## src/rtl/axi_lite_pkg.sv

```systemverilog
// Shared definitions for the AXI-Lite command master: response codes,
// FSM state encoding and the latency counter width.
package axi_lite_pkg;

    localparam int CNT_W = 16;

    localparam logic [1:0] RESP_OKAY   = 2'd0;
    localparam logic [1:0] RESP_EXOKAY = 2'd1;
    localparam logic [1:0] RESP_SLVERR = 2'd2;
    localparam logic [1:0] RESP_DECERR = 2'd3;

    typedef enum logic [2:0] {
        IDLE    = 3'd0,
        WR_REQ  = 3'd1,
        WR_RESP = 3'd2,
        RD_REQ  = 3'd3,
        RD_DATA = 3'd4,
        RSP     = 3'd5
    } state_t;

endpackage

```

## src/rtl/axi_lite_sat_counter.sv

```systemverilog
// Clearable, saturating cycle counter used to measure command latency.
module axi_lite_sat_counter
    import axi_lite_pkg::*;
(
    input  logic             i_clk,
    input  logic             i_rst,
    input  logic             i_clr,
    input  logic             i_en,
    output logic [CNT_W-1:0] o_count
);

    logic [CNT_W-1:0] r_count;

    always_ff @(posedge i_clk) begin
        if (i_rst || i_clr)
            r_count <= '0;
        else if (i_en && (r_count != '1))
            r_count <= r_count + 1'b1;
    end

    assign o_count = r_count;

endmodule

```

## src/rtl/axi_lite_master.sv

```systemverilog
// Single-outstanding AXI-Lite master: turns one command into one AXI read or
// write and returns the slave response plus the measured latency.
module axi_lite_master
    import axi_lite_pkg::*;
#(
    parameter int ADDR_W = 32,
    parameter int DATA_W = 32
) (
    input  logic              axi_lite_aclk,
    input  logic              axi_lite_areset,

    input  logic              cmd_valid,
    output logic              cmd_ready,
    input  logic              cmd_write,
    input  logic [ADDR_W-1:0] cmd_addr,
    input  logic [DATA_W-1:0] cmd_wdata,

    output logic              rsp_valid,
    input  logic              rsp_ready,
    output logic              rsp_write,
    output logic [DATA_W-1:0] rsp_rdata,
    output logic [1:0]        rsp_resp,
    output logic [CNT_W-1:0]  rsp_cycles,

    output logic [ADDR_W-1:0] axi_lite_araddr,
    output logic              axi_lite_arvalid,
    input  logic              axi_lite_arready,
    input  logic [DATA_W-1:0] axi_lite_rdata,
    input  logic [1:0]        axi_lite_rresp,
    input  logic              axi_lite_rvalid,
    output logic              axi_lite_rready,
    output logic [ADDR_W-1:0] axi_lite_awaddr,
    output logic              axi_lite_awvalid,
    input  logic              axi_lite_awready,
    output logic [DATA_W-1:0] axi_lite_wdata,
    output logic              axi_lite_wvalid,
    input  logic              axi_lite_wready,
    input  logic [1:0]        axi_lite_bresp,
    input  logic              axi_lite_bvalid,
    output logic              axi_lite_bready
);

    state_t              r_state;
    logic                r_cmd_ready;
    logic                r_rsp_valid;
    logic                r_rsp_write;
    logic [DATA_W-1:0]   r_rsp_rdata;
    logic [1:0]          r_rsp_resp;
    logic [ADDR_W-1:0]   r_araddr;
    logic                r_arvalid;
    logic                r_rready;
    logic [ADDR_W-1:0]   r_awaddr;
    logic                r_awvalid;
    logic [DATA_W-1:0]   r_wdata;
    logic                r_wvalid;
    logic                r_bready;

    logic w_accept;
    logic w_aw_hs;
    logic w_w_hs;
    logic w_cnt_en;

    assign w_accept = cmd_valid && r_cmd_ready;
    assign w_aw_hs  = r_awvalid && axi_lite_awready;
    assign w_w_hs   = r_wvalid && axi_lite_wready;
    // Count every bus-facing cycle, including the one carrying the B/R handshake.
    assign w_cnt_en = (r_state != IDLE) && (r_state != RSP);

    axi_lite_sat_counter u_cycles (
        .i_clk   (axi_lite_aclk),
        .i_rst   (axi_lite_areset),
        .i_clr   (w_accept),
        .i_en    (w_cnt_en),
        .o_count (rsp_cycles)
    );

    always_ff @(posedge axi_lite_aclk) begin
        if (axi_lite_areset) begin
            r_state     <= IDLE;
            r_cmd_ready <= 1'b0;
            r_rsp_valid <= 1'b0;
            r_rsp_write <= 1'b0;
            r_rsp_rdata <= '0;
            r_rsp_resp  <= RESP_OKAY;
            r_araddr    <= '0;
            r_arvalid   <= 1'b0;
            r_rready    <= 1'b0;
            r_awaddr    <= '0;
            r_awvalid   <= 1'b0;
            r_wdata     <= '0;
            r_wvalid    <= 1'b0;
            r_bready    <= 1'b0;
        end else begin
            case (r_state)
                IDLE: begin
                    if (w_accept) begin
                        r_cmd_ready <= 1'b0;
                        if (cmd_write) begin
                            r_awaddr  <= cmd_addr;
                            r_wdata   <= cmd_wdata;
                            r_awvalid <= 1'b1;
                            r_wvalid  <= 1'b1;
                            r_state   <= WR_REQ;
                        end else begin
                            r_araddr  <= cmd_addr;
                            r_arvalid <= 1'b1;
                            r_state   <= RD_REQ;
                        end
                    end else begin
                        r_cmd_ready <= 1'b1;
                    end
                end
                WR_REQ: begin
                    if (w_aw_hs) r_awvalid <= 1'b0;
                    if (w_w_hs)  r_wvalid  <= 1'b0;
                    // A channel whose valid is already low has completed earlier.
                    if ((w_aw_hs || !r_awvalid) && (w_w_hs || !r_wvalid)) begin
                        r_bready <= 1'b1;
                        r_state  <= WR_RESP;
                    end
                end
                WR_RESP: begin
                    if (axi_lite_bvalid) begin
                        r_bready    <= 1'b0;
                        r_rsp_valid <= 1'b1;
                        r_rsp_write <= 1'b1;
                        r_rsp_rdata <= '0;
                        r_rsp_resp  <= axi_lite_bresp;
                        r_state     <= RSP;
                    end
                end
                RD_REQ: begin
                    if (axi_lite_arready) begin
                        r_arvalid <= 1'b0;
                        r_rready  <= 1'b1;
                        r_state   <= RD_DATA;
                    end
                end
                RD_DATA: begin
                    if (axi_lite_rvalid) begin
                        r_rready    <= 1'b0;
                        r_rsp_valid <= 1'b1;
                        r_rsp_write <= 1'b0;
                        r_rsp_rdata <= axi_lite_rdata;
                        r_rsp_resp  <= axi_lite_rresp;
                        r_state     <= RSP;
                    end
                end
                RSP: begin
                    if (rsp_ready) begin
                        r_rsp_valid <= 1'b0;
                        r_cmd_ready <= 1'b1;
                        r_state     <= IDLE;
                    end
                end
                default: r_state <= IDLE;
            endcase
        end
    end

    assign cmd_ready        = r_cmd_ready;
    assign rsp_valid        = r_rsp_valid;
    assign rsp_write        = r_rsp_write;
    assign rsp_rdata        = r_rsp_rdata;
    assign rsp_resp         = r_rsp_resp;
    assign axi_lite_araddr  = r_araddr;
    assign axi_lite_arvalid = r_arvalid;
    assign axi_lite_rready  = r_rready;
    assign axi_lite_awaddr  = r_awaddr;
    assign axi_lite_awvalid = r_awvalid;
    assign axi_lite_wdata   = r_wdata;
    assign axi_lite_wvalid  = r_wvalid;
    assign axi_lite_bready  = r_bready;

endmodule

```

## config.mk

```make
export PLATFORM = sky130hd
export DESIGN_NAME = axi_lite_master
export DESIGN_NICKNAME = d
export VERILOG_FILES = /design/src/rtl/axi_lite_pkg.sv /design/src/rtl/axi_lite_sat_counter.sv /design/src/rtl/axi_lite_master.sv
export SDC_FILE = /design/constraint.sdc
export NUM_CORES = 1
export LEC_CHECK = 0
export ABC_AREA = 1
export CAP_MARGIN = 5
export CORE_MARGIN = 1.5
export CORE_UTILIZATION = 30
export DETAILED_ROUTE_END_ITERATION = 8
export PLACE_DENSITY = 0.69
export RECOVER_POWER = 25
export SKIP_LAST_GASP = 1
export SYNTH_ARGS = -nofsm -noshare
export SYNTH_HDL_FRONTEND = slang
export SYNTH_SLANG_ARGS = --single-unit
```

## constraint.sdc

```tcl
create_clock -name axi_lite_aclk -period 3.2 [get_ports axi_lite_aclk]
set_clock_uncertainty 0.1 [all_clocks]
set_input_delay 0.64 -clock axi_lite_aclk [delete_from_list [all_inputs] [get_ports axi_lite_aclk]]
set_output_delay 0.64 -clock axi_lite_aclk [all_outputs]
set_load 0.1 [all_outputs]
```

==> summary.txt, run 1 <==
Status
  – Status: complete, no violations

Critical path
  – Reg-to-reg slack, setup: 1.03 ns
  – CP required: 3.41 ns
  – Setup crit start kind: input pin
  – R2R depth: 7
  – Crit-path max cell delay: 0.66 ns
  – Slowest cell on crit path: dlygate4sd3_1
  – Arr. time, crit path: 2.80 ns
  – Worst setup path endpoint: axi_lite_wdata[26]
  – Worst-path maximum fanout: 26
  – RR Startpoint: r_state[1]
  – Crit-path cells: dlygate4sd3_1, clkbuf_1, inv_1, buf_12, o21ai_0, nor2_1
  – CP Capture Type: flop
  – WS Path Type: input pin to flop
  – Crit path from: axi_lite_areset
  – FF-to-FF End: rsp_rdata[15]

Layout
  – Final antenna diode count: 0
  – # fillers: 2127
  – Share of post-route cells with drive strength above 1: 14.6%
  – Nets: 1192
  – Area grow syn2layout: 44.0%
  – Post-route insts no fill: 1364

Timing
  – Worst hold slack: roughly 0.37 ns
  – Final setup fails: 0
  – Final hold violations: 0
  – Rel. slew slack: 18.4%
  – Slew Limit Fails: 0
  – RSZ-0062 raised after global routing: no
  – Min Tclk post-route: about 2.6 ns
  – Max Clk Rate: 0.386 GHz
  – TNS Setup: 0 ns
  – Crit share post-route: slightly above 80%
  – Worst-margin pin slew: approximately 1.2 ns

Synth
  – Top cells by area, synth: dfxtp_1, nor2_1, nand2_1
  – Ys async rst share: 0%
  – Cell taking the most area after synthesis: dfxtp_1
  – Synth Cell Area: a little over 6000 sq um
  – Register area share after synthesis: around half
  – Avg Cell Area, Syn: 7.46 sq um
  – Yosys Warn Count: 0
  – Post-synth EDFFs: 0
  – Post-synth cell types: 32
  – Synth Instances: 832
  – Syn_nets: 943
  – Post-synth top flop: dfxtp_1
  – Top cell type's share of synthesized area: 50.6%
  – Flops & latches, synth: 157

Global route
  – First-pass GRT wire length: 29100 microns
  – Largest net degree at the start of global routing: 67
  – Initial antenna violation count: 0
  – Vias in the first global route: about 5800
  – Gr usage total: 16.9%
  – GR Overflow Total: 0

Clocking
  – Clock buffer depth: 2
  – CTS tree: done
  – Max H-tree Level: 4
  – CTS Buf Count: 17
  – Clock-pin transition on the worst setup and hold timing paths: 0.07 ns
  – Post_cts resized: 0
  – Post-cts hold buffer count: 0
  – # clock sinks: 157
  – Clock Root Buffer: clkbuf_16
  – Post-CTS Setup Inserts: 0
  – Worst-Skew Late Latency: 0.42 ns

Placement
  – Buffers on Ports: 263
  – Placed Instances: 1332
  – Gpl congestion: 0.804
  – DPL Wire Length: roughly 13000 microns

Floorplanning
  – Core ar.: 20200 sq um
  – Die width: 147 microns
  – Initial Util: roughly 31%
  – Die ar.: 21600 sq um
  – IO Count: 264
  – Num rows: 52
  – Die Ht: 147 microns

Drt
  – WL final: between 15000 and 20000 microns
  – Initial DRC Count: approximately 120
  – Post-route ant nets: 0
  – Via total after detailed routing: a little over 6000
  – WL/cell: 13.5 microns
  – DRC: 0
  – Post-DR vias/cell: 4.43
  – DRT Pass-1 Iters: 4

Power
  – Leakage power: 3.50 nW
  – Peak VDD IR: around 0.43 mV
  – PD cells: 815 nW/um^2

Worst hold path
  – Hold Path Stages: 2
  – HP Class: flop to flop
  – Hold Crit Start: rsp_rdata[3]

Flow run
  – Max-Cap Viols: 0
## report_power, final
part | internal, mW | switching [mW]
clock | 1.06 | 0.950
sequential | 2.18 | 0.165
combinational | 0.592 | 2.33
total | 3.84 | 3.45
## per-layer routing
layer	vias to the layer above	track usage (%)	part of all wire [%]
met2	212	28.4	46
met3	18	5.53	8.1
met4	0	5.66	1.5
met1	2677	20.3	44
li1	3141	-	-
met5	-	0	0
## logic make-up after synthesis
logic type | Yosys count | share of synthesized area (%)
AND/OR/NAND/NOR | 425 | 27.5
buffers and inverters | 84 | 7.30
adder cells (fa/ha/maj) | 1 | 0.201
AO/OA/AOI/OAI | 158 | 13.4
XOR/XNOR | 7 | 0.988
flip-flops | 157 | 50.6
## state kept, by name, summed over array words and instances, names as in the netlist
signal	flops
axi_lite_wvalid	1
rsp_rdata	32
r_state	3
rsp_write	1
rsp_valid	1
cmd_ready	1
u_cycles.o_count	16
axi_lite_araddr	32
axi_lite_bready	1
axi_lite_wdata	32
rsp_resp	2
axi_lite_awvalid	1
axi_lite_rready	1
axi_lite_arvalid	1
axi_lite_awaddr	32
## how the worst min path moves through the flow
stage                         end
global route         rsp_rdata[5]
detailed placement  rsp_rdata[23]
CTS                  rsp_rdata[3]
finish               rsp_rdata[3]
floorplan              r_state[1]
global placement    rsp_rdata[26]
## through the flow
stage	setup WS, ns	utilization (%)	total power [mW]	area (sq um)
final	0.610	44.2	7.29	8940
after global routing	0.402	44.2	7.64	8940
after CTS	0.999	45.6	7.47	9220
after detailed placement	0.681	42.6	5.43	8630
after global placement	0.682	42.6	5.41	8630
after floorplan	0.878	-	4.79	6210
## Yosys cell counts (all sizes together) (3+ instances only)
cell type,count
dfxtp,157
xnor2,3
inv,38
xor2,4
clkbuf,19
buf,25
nand4,6
o21ai,108
nand3,17
a21oi,47
nor2,242
nand2,159
## cells in the final DEF (no fill, tap or decap), types with 3 or more instances in the layout
cell type,synthesis,layout
o21ai_1,17,17
nand2_2,12,12
xor2_1,4,4
nor2_1,235,235
inv_2,5,5
clkinvlp_4,0,3
clkinv_8,0,3
inv_8,0,4
xnor2_1,3,3
nand2_1,146,146
nand3_1,15,15
clkbuf_16,0,17
buf_12,1,4
nor2_2,5,5
o21ai_0,91,91
inv_6,0,3
dfxtp_1,157,157
clkdlybuf4s50_1,0,108
nand4_1,6,6
clkbuf_1,18,75
buf_4,13,87
a21oi_2,9,9
inv_1,32,32
a21oi_1,38,38
## worst max-delay path, delay by kind of cell
| family | cells | cell delay [ns] |
|---|---|---|
| AO/OA/AOI/OAI | 1 | 0.10 |
| AND/OR/NAND/NOR | 1 | 0.07 |
| buffers and inverters | 4 | 1.98 |
## area by class of cell
type                       count  area, sq um  share of cell area (%)
multi-input combinational    591         2610                    29.2
clock buffer                  18          439                    4.91
inverter                      39          149                    1.67
tap                          270          338                    3.78
timing repair buffer         275         2110                    23.6
clock inverter                14          151                    1.69
sequential                   157         3140                    35.2
(Power assumes the default switching activity.)
==> run 2, diff against run 1 <==
==> constraint.sdc (replaced) <==
create_clock -name axi_lite_aclk -period 2.72 [get_ports axi_lite_aclk]
set_clock_uncertainty 0.1 [all_clocks]
set_input_delay 0.544 -clock axi_lite_aclk [delete_from_list [all_inputs] [get_ports axi_lite_aclk]]
set_output_delay 0.544 -clock axi_lite_aclk [all_outputs]
set_load 0.1 [all_outputs]
==> run 2 against run 1 <==
First-iteration DRC count is 120% higher; via count is 0.68% higher; die area stayed put; global-route usage is 0.083 points higher; register-to-register slack worse by 0.23 ns; sequential power is 17% higher; clock power is 25% higher.
==> summary.txt, run 2 (same netlist as run 1, synthesis figures left out) <==
Timing
  – TNS Setup: 0 ns
  – Min Tclk post-route: about 2.3 ns
  – Final hold violations: 0
  – Worst-margin pin slew: 1.22 ns
  – Rel. slew slack: 19.3%
  – Final setup fails: 0
  – Crit share post-route: 84.2%
  – Max Clk Rate: 0.437 GHz
  – RSZ-0062 raised after global routing: no
  – Slew Limit Fails: 0

Layout
  – Nets: 1192
  – Area grow syn2layout: 47.6%
  – Share of post-route cells with drive strength above 1: 19.1%
  – Commonest non-fill, non-tap cells in the layout: nor2_1, dfxtp_1, nand2_1
  – # fillers: 2059
  – Most common cell after layout, fill and taps aside: nor2_1

Clocking
  – CTS tree: done
  – Post_cts resized: 0
  – # clock sinks: between 150 and 200
  – Clock Root Buffer: clkbuf_16
  – Post-cts hold buffer count: 0
  – Clock-pin transition on the worst setup and hold timing paths: 0.07 ns
  – Max H-tree Level: 4
  – Post-CTS Setup Inserts: 0
  – Worst-Skew Late Latency: 0.42 ns
  – CTS Buf Count: 17
  – Clock buffer depth: 2

Power
  – Peak VDD IR: 0.512 mV
  – Sw frac: 46.0%
  – Leakage power: 3.73 nW
  – Sw power: 4.04 mW
  – Logic gate share of total power: 40.0%
  – Seq pwr share: 31.4%
  – PD cells: 959 nW/um^2
  – Power Internal: 4.75 mW
  – Clock Power Share: 28.6%
  – Total Power: 8.79 mW

Placement
  – Buffers on Ports: 263
  – Gpl congestion: 0.811
  – DPL Wire Length: about 13000 microns

Floorplanning
  – Die ar.: 21600 sq um
  – Die width: 147 microns
  – Die Ht: ~150 microns
  – Num rows: 52
  – Initial Util: 30.7%
  – Core ar.: 20200 sq um
  – IO Count: 264

Drt
  – Post-DR vias/cell: 4.46
  – WL/cell: 13.5 microns
  – Post-route ant nets: 0
  – DRT Pass-1 Iters: 4
  – DRC: 0
  – WL final: 18500 microns
  – Initial DRC Count: between 200 and 300
  – Via total after detailed routing: 6089

Global route
  – Gr usage total: roughly 17%
  – Initial antenna violation count: 1
  – First-pass GRT wire length: between 20000 and 30000 microns
  – Vias in the first global route: 5711
  – Largest net degree at the start of global routing: 37
  – GR Overflow Total: 0

Critical path
  – CP Capture Type: output port
  – Crit-path cells: clkbuf_1
  – Cell family contributing the most delay on the critical path: buffers and inverters
  – Setup crit start kind: flop
  – Sum of buffers and inverters on the critical path: 1
  – Slowest cell on crit path: clkbuf_1
  – Worst-path maximum fanout: 2
  – WS Path Type: flop to output port
  – Arr. time, crit path: 1.65 ns
  – CP required: roughly 2.1 ns
  – Crit-path max cell delay: 0.89 ns

Status
  – Status: complete, no violations

Flow run
  – Max-Cap Viols: 0

Worst hold path
  – HP Class: flop to flop
run 2: path summary, 6_finish.rpt:
| check | from | to | slack (ns) | cells past startpoint |
|---|---|---|---|---|
| max | axi_lite_araddr[31] | axi_lite_araddr[31] | 0.43 | 1 |
| min | rsp_rdata[4] | rsp_rdata[4] | 0.36 | 2 |
| max reg2reg | r_state[2] | rsp_rdata[23] | 0.80 | 7 |
| min reg2reg | rsp_rdata[4] | rsp_rdata[4] | 0.36 | 2 |
run 2: worst reg2reg max path, delay by kind of cell, from the launching register on:
kind / cells / cell delay (ns)
compound gates: 1 / 0.15
buf+inv: 2 / 0.56
simple gates: 4 / 0.56
flops: 1 / 0.48
run 2: stage by stage:
stage	setup WS (ns)	hold WS [ns]	utilization, %	instance area (sq um)	instances
finish	0.430	0.363	45.3	9160	1365
global route	0.385	0.385	45.3	9160	1365
global placement	0.532	0.348	42.7	8640	1332
CTS	0.763	0.368	45.8	9260	1364
detailed placement	0.497	0.356	42.7	8640	1332
floorplan	0.398	0.465	-	6210	832
run 2: power groups by stage:
stage          sequential, mW  combinational (mW)  clock [mW]
6_report                 2.76                3.51        2.51
5_1_grt                  2.80                3.71        2.69
4_1_cts                  2.77                3.57        2.58
3_5_place_dp             2.81                3.57           0
3_3_place_gp             2.81                3.56           0
2_1_floorplan            4.57                1.06           0
run 2: layout make-up:
cell class	count	area, sq um	area share, %
Sequential cell	157	3140	34.3
Tap cell	270	338	3.69
Clock buffer	17	425	4.64
Clock inverter	15	194	2.12
Antenna cell	1	2.50	0.0273
Multi-Input combinational cell	591	2610	28.5
Timing Repair Buffer	275	2300	25.1
Inverter	39	149	1.62
run 2: layer usage:
metal	track usage [%]	up-vias	wire length [microns]
met5	0	-	0
met4	5.20	0	303
met3	7.08	21	1580
met2	28.0	190	8630
met1	20.0	2743	7960
li1	-	3135	-
==> run 3, diff against run 2 <==
--- a/config.mk
+++ b/config.mk
@@ -10,7 +10,7 @@
 export CORE_MARGIN = 1.5
 export CORE_UTILIZATION = 30
 export DETAILED_ROUTE_END_ITERATION = 8
-export PLACE_DENSITY = 0.69
+export PLACE_DENSITY = 0.71
 export RECOVER_POWER = 25
 export SKIP_LAST_GASP = 1
 export SYNTH_ARGS = -nofsm -noshare
==> constraint.sdc (replaced) <==
create_clock -name axi_lite_aclk -period 1.95 [get_ports axi_lite_aclk]
set_clock_uncertainty 0.1 [all_clocks]
set_input_delay 0.39 -clock axi_lite_aclk [delete_from_list [all_inputs] [get_ports axi_lite_aclk]]
set_output_delay 0.39 -clock axi_lite_aclk [all_outputs]
set_load 0.1 [all_outputs]
==> run 3 against run 2 <==
Critical path depth up 7; cell count is 0.88% higher; non-clock buffer count is 13 higher; utilization grew 5.0 points.
==> summary.txt, run 3 (same netlist as run 1, synthesis figures left out) <==
Timing
  – Final hold violations: 0
  – Min Tclk post-route: 1.75 ns
  – Worst-margin pin slew: between 0.5 and 0.6 ns
  – Final setup fails: 0
  – Max Clk Rate: between 0.5 and 0.6 GHz
  – Slew Limit Fails: 0
  – RSZ-0062 raised after global routing: no
  – Post-route setup slack: 0.197 ns
  – TNS Setup: 0 ns
  – Crit share post-route: between 80% and 90%
  – Rel. slew slack: 61.9%

Layout
  – Final antenna diode count: 0
  – Commonest non-fill, non-tap cells in the layout: nor2_1, nand2_1, dfxtp_1
  – # fillers: ~1900
  – Share of post-route cells with drive strength above 1: 23.9%
  – Most common cell after layout, fill and taps aside: nor2_1
  – Final instance area: 10200 sq um
  – Area grow syn2layout: 63.8%
  – Nets: 1205
  – Post-route insts no fill: 1377

Critical path
  – Sum of buffers and inverters on the critical path: 2
  – Cell family contributing the most delay on the critical path: flip-flops
  – R2R depth: 8
  – CP Capture Type: flop
  – WS Path Type: flop to flop
  – Arr. time, crit path: around 2 ns
  – Crit path from: r_state[1]
  – Slowest cell on crit path: dfxtp_1
  – Worst-path maximum fanout: 35
  – Setup crit start kind: flop
  – Worst path depth: 8
  – RR Startpoint: r_state[1]
  – CP required: approximately 2.2 ns
  – Crit-path cells: nor2_4, nand2_2, nand2_1, inv_2, nor2_4, inv_4, nand2_1, a21oi_1
  – Crit-path max cell delay: 0.51 ns

Drt
  – Post-DR vias/cell: 4.53
  – DRT Pass-1 Iters: 4
  – WL/cell: approximately 14 microns
  – DRC: 0
  – Via total after detailed routing: 6243
  – WL final: 19300 microns
  – Initial DRC Count: 290
  – Post-route ant nets: 0

Clocking
  – CTS tree: done
  – Max H-tree Level: 4
  – Clock-pin transition on the worst setup and hold timing paths: about 0.07 ns
  – # clock sinks: 157
  – Post_cts resized: 0
  – Post-cts hold buffer count: 0
  – Post-CTS Setup Inserts: 0
  – Clock Root Buffer: clkbuf_16
  – Clock buffer depth: 2
  – CTS Buf Count: 17
  – Worst-Skew Late Latency: 0.43 ns

Global route
  – Vias in the first global route: 5868
  – Gr usage total: 17.8%
  – Initial antenna violation count: 1
  – Largest net degree at the start of global routing: 74
  – GR Overflow Total: 0
  – First-pass GRT wire length: 30600 microns

Worst hold path
  – Hold Crit Start: rsp_rdata[3]
  – Hold Path Stages: 2
  – HP Class: flop to flop

Power
  – Logic gate share of total power: 42.4%
  – PD cells: 1250 nW/um^2
  – Leakage power: 4.06 nW
  – Total Power: 12.7 mW
  – Peak VDD IR: 0.676 mV
  – Sw frac: 44.8%
  – Seq pwr share: 30.8%
  – Sw power: about 5.7 mW
  – Clock Power Share: 26.8%
  – Power Internal: 7.01 mW

Floorplanning
  – Die width: approximately 150 microns
  – IO Count: 264
  – Core ar.: slightly above 20000 sq um
  – Num rows: 52
  – Initial Util: between 30 and 40%
  – Die Ht: 147 microns
  – Die ar.: roughly 22000 sq um

Flow run
  – Max-Cap Viols: 0

Placement
  – Placed Instances: about 1300
  – Gpl congestion: 0.839
  – Dpl ws: -0.0986 ns
  – DP Area: 10700 sq um
  – DPL Wire Length: 14500 microns
  – Buffers on Ports: 263

Status
  – Status: complete, no violations
[run 3: cell types whose count changed in the layout (fill, tap and decap cells not counted), sizes merged]
cell | previous run | this run
buf | 139 | 103
clkbuf | 44 | 93
diode | 1 | 0
clkinv | 3 | 7
inv | 47 | 42
clkinvlp | 2 | 3
dlygate4sd3 | 1 | 0
clkdlybuf4s50 | 108 | 109
[run 3: cell type report]
type	count	area, sq um	area share (%)
Multi-Input combinational cell	591	2610	25.7
Tap cell	270	338	3.32
Inverter	39	149	1.46
Clock inverter	15	185	1.82
Clock buffer	17	425	4.18
Sequential cell	157	3160	31.1
Timing Repair Buffer	288	3300	32.4
[run 3: power by group through the flow]
stage	registers, mW	clock network [mW]	logic, mW
floorplan	6.39	0	1.48
finish	3.92	3.40	5.39
global placement	4.08	0	5.96
CTS	4.03	3.50	6.01
detailed placement	4.10	0	6.00
global route	3.97	3.63	5.71
[run 3: metal layers]
metal	up-vias	GRT usage (%)	part of all wire (%)
met5	-	0	0.067
met4	2	6.87	2.7
met3	41	7.45	9.4
met2	231	28.4	47
met1	2806	21.3	41
li1	3163	-	-
[run 3: metrics by stage]
step / hold WS, ns / utilization [%]
final: 0.366 / 50.3
after global routing: 0.383 / 50.3
after CTS: 0.391 / 55.9
after detailed placement: 0.393 / 52.9
after global placement: 0.384 / 52.9
after floorplan: 0.435 / -
[run 3: path summary, 6_finish.rpt]
kind / endpoint / slack (ns)
setup reg to reg: rsp_rdata[29] / 0.20
hold / removal: rsp_rdata[3] / 0.37
hold reg to reg: rsp_rdata[3] / 0.37
setup / recovery: rsp_rdata[29] / 0.20
[run 3: worst min-delay path, stage by stage, from the launching register on]
cell     delay, ns
dfxtp_1       0.31
nand2_1       0.06
a21oi_1       0.05
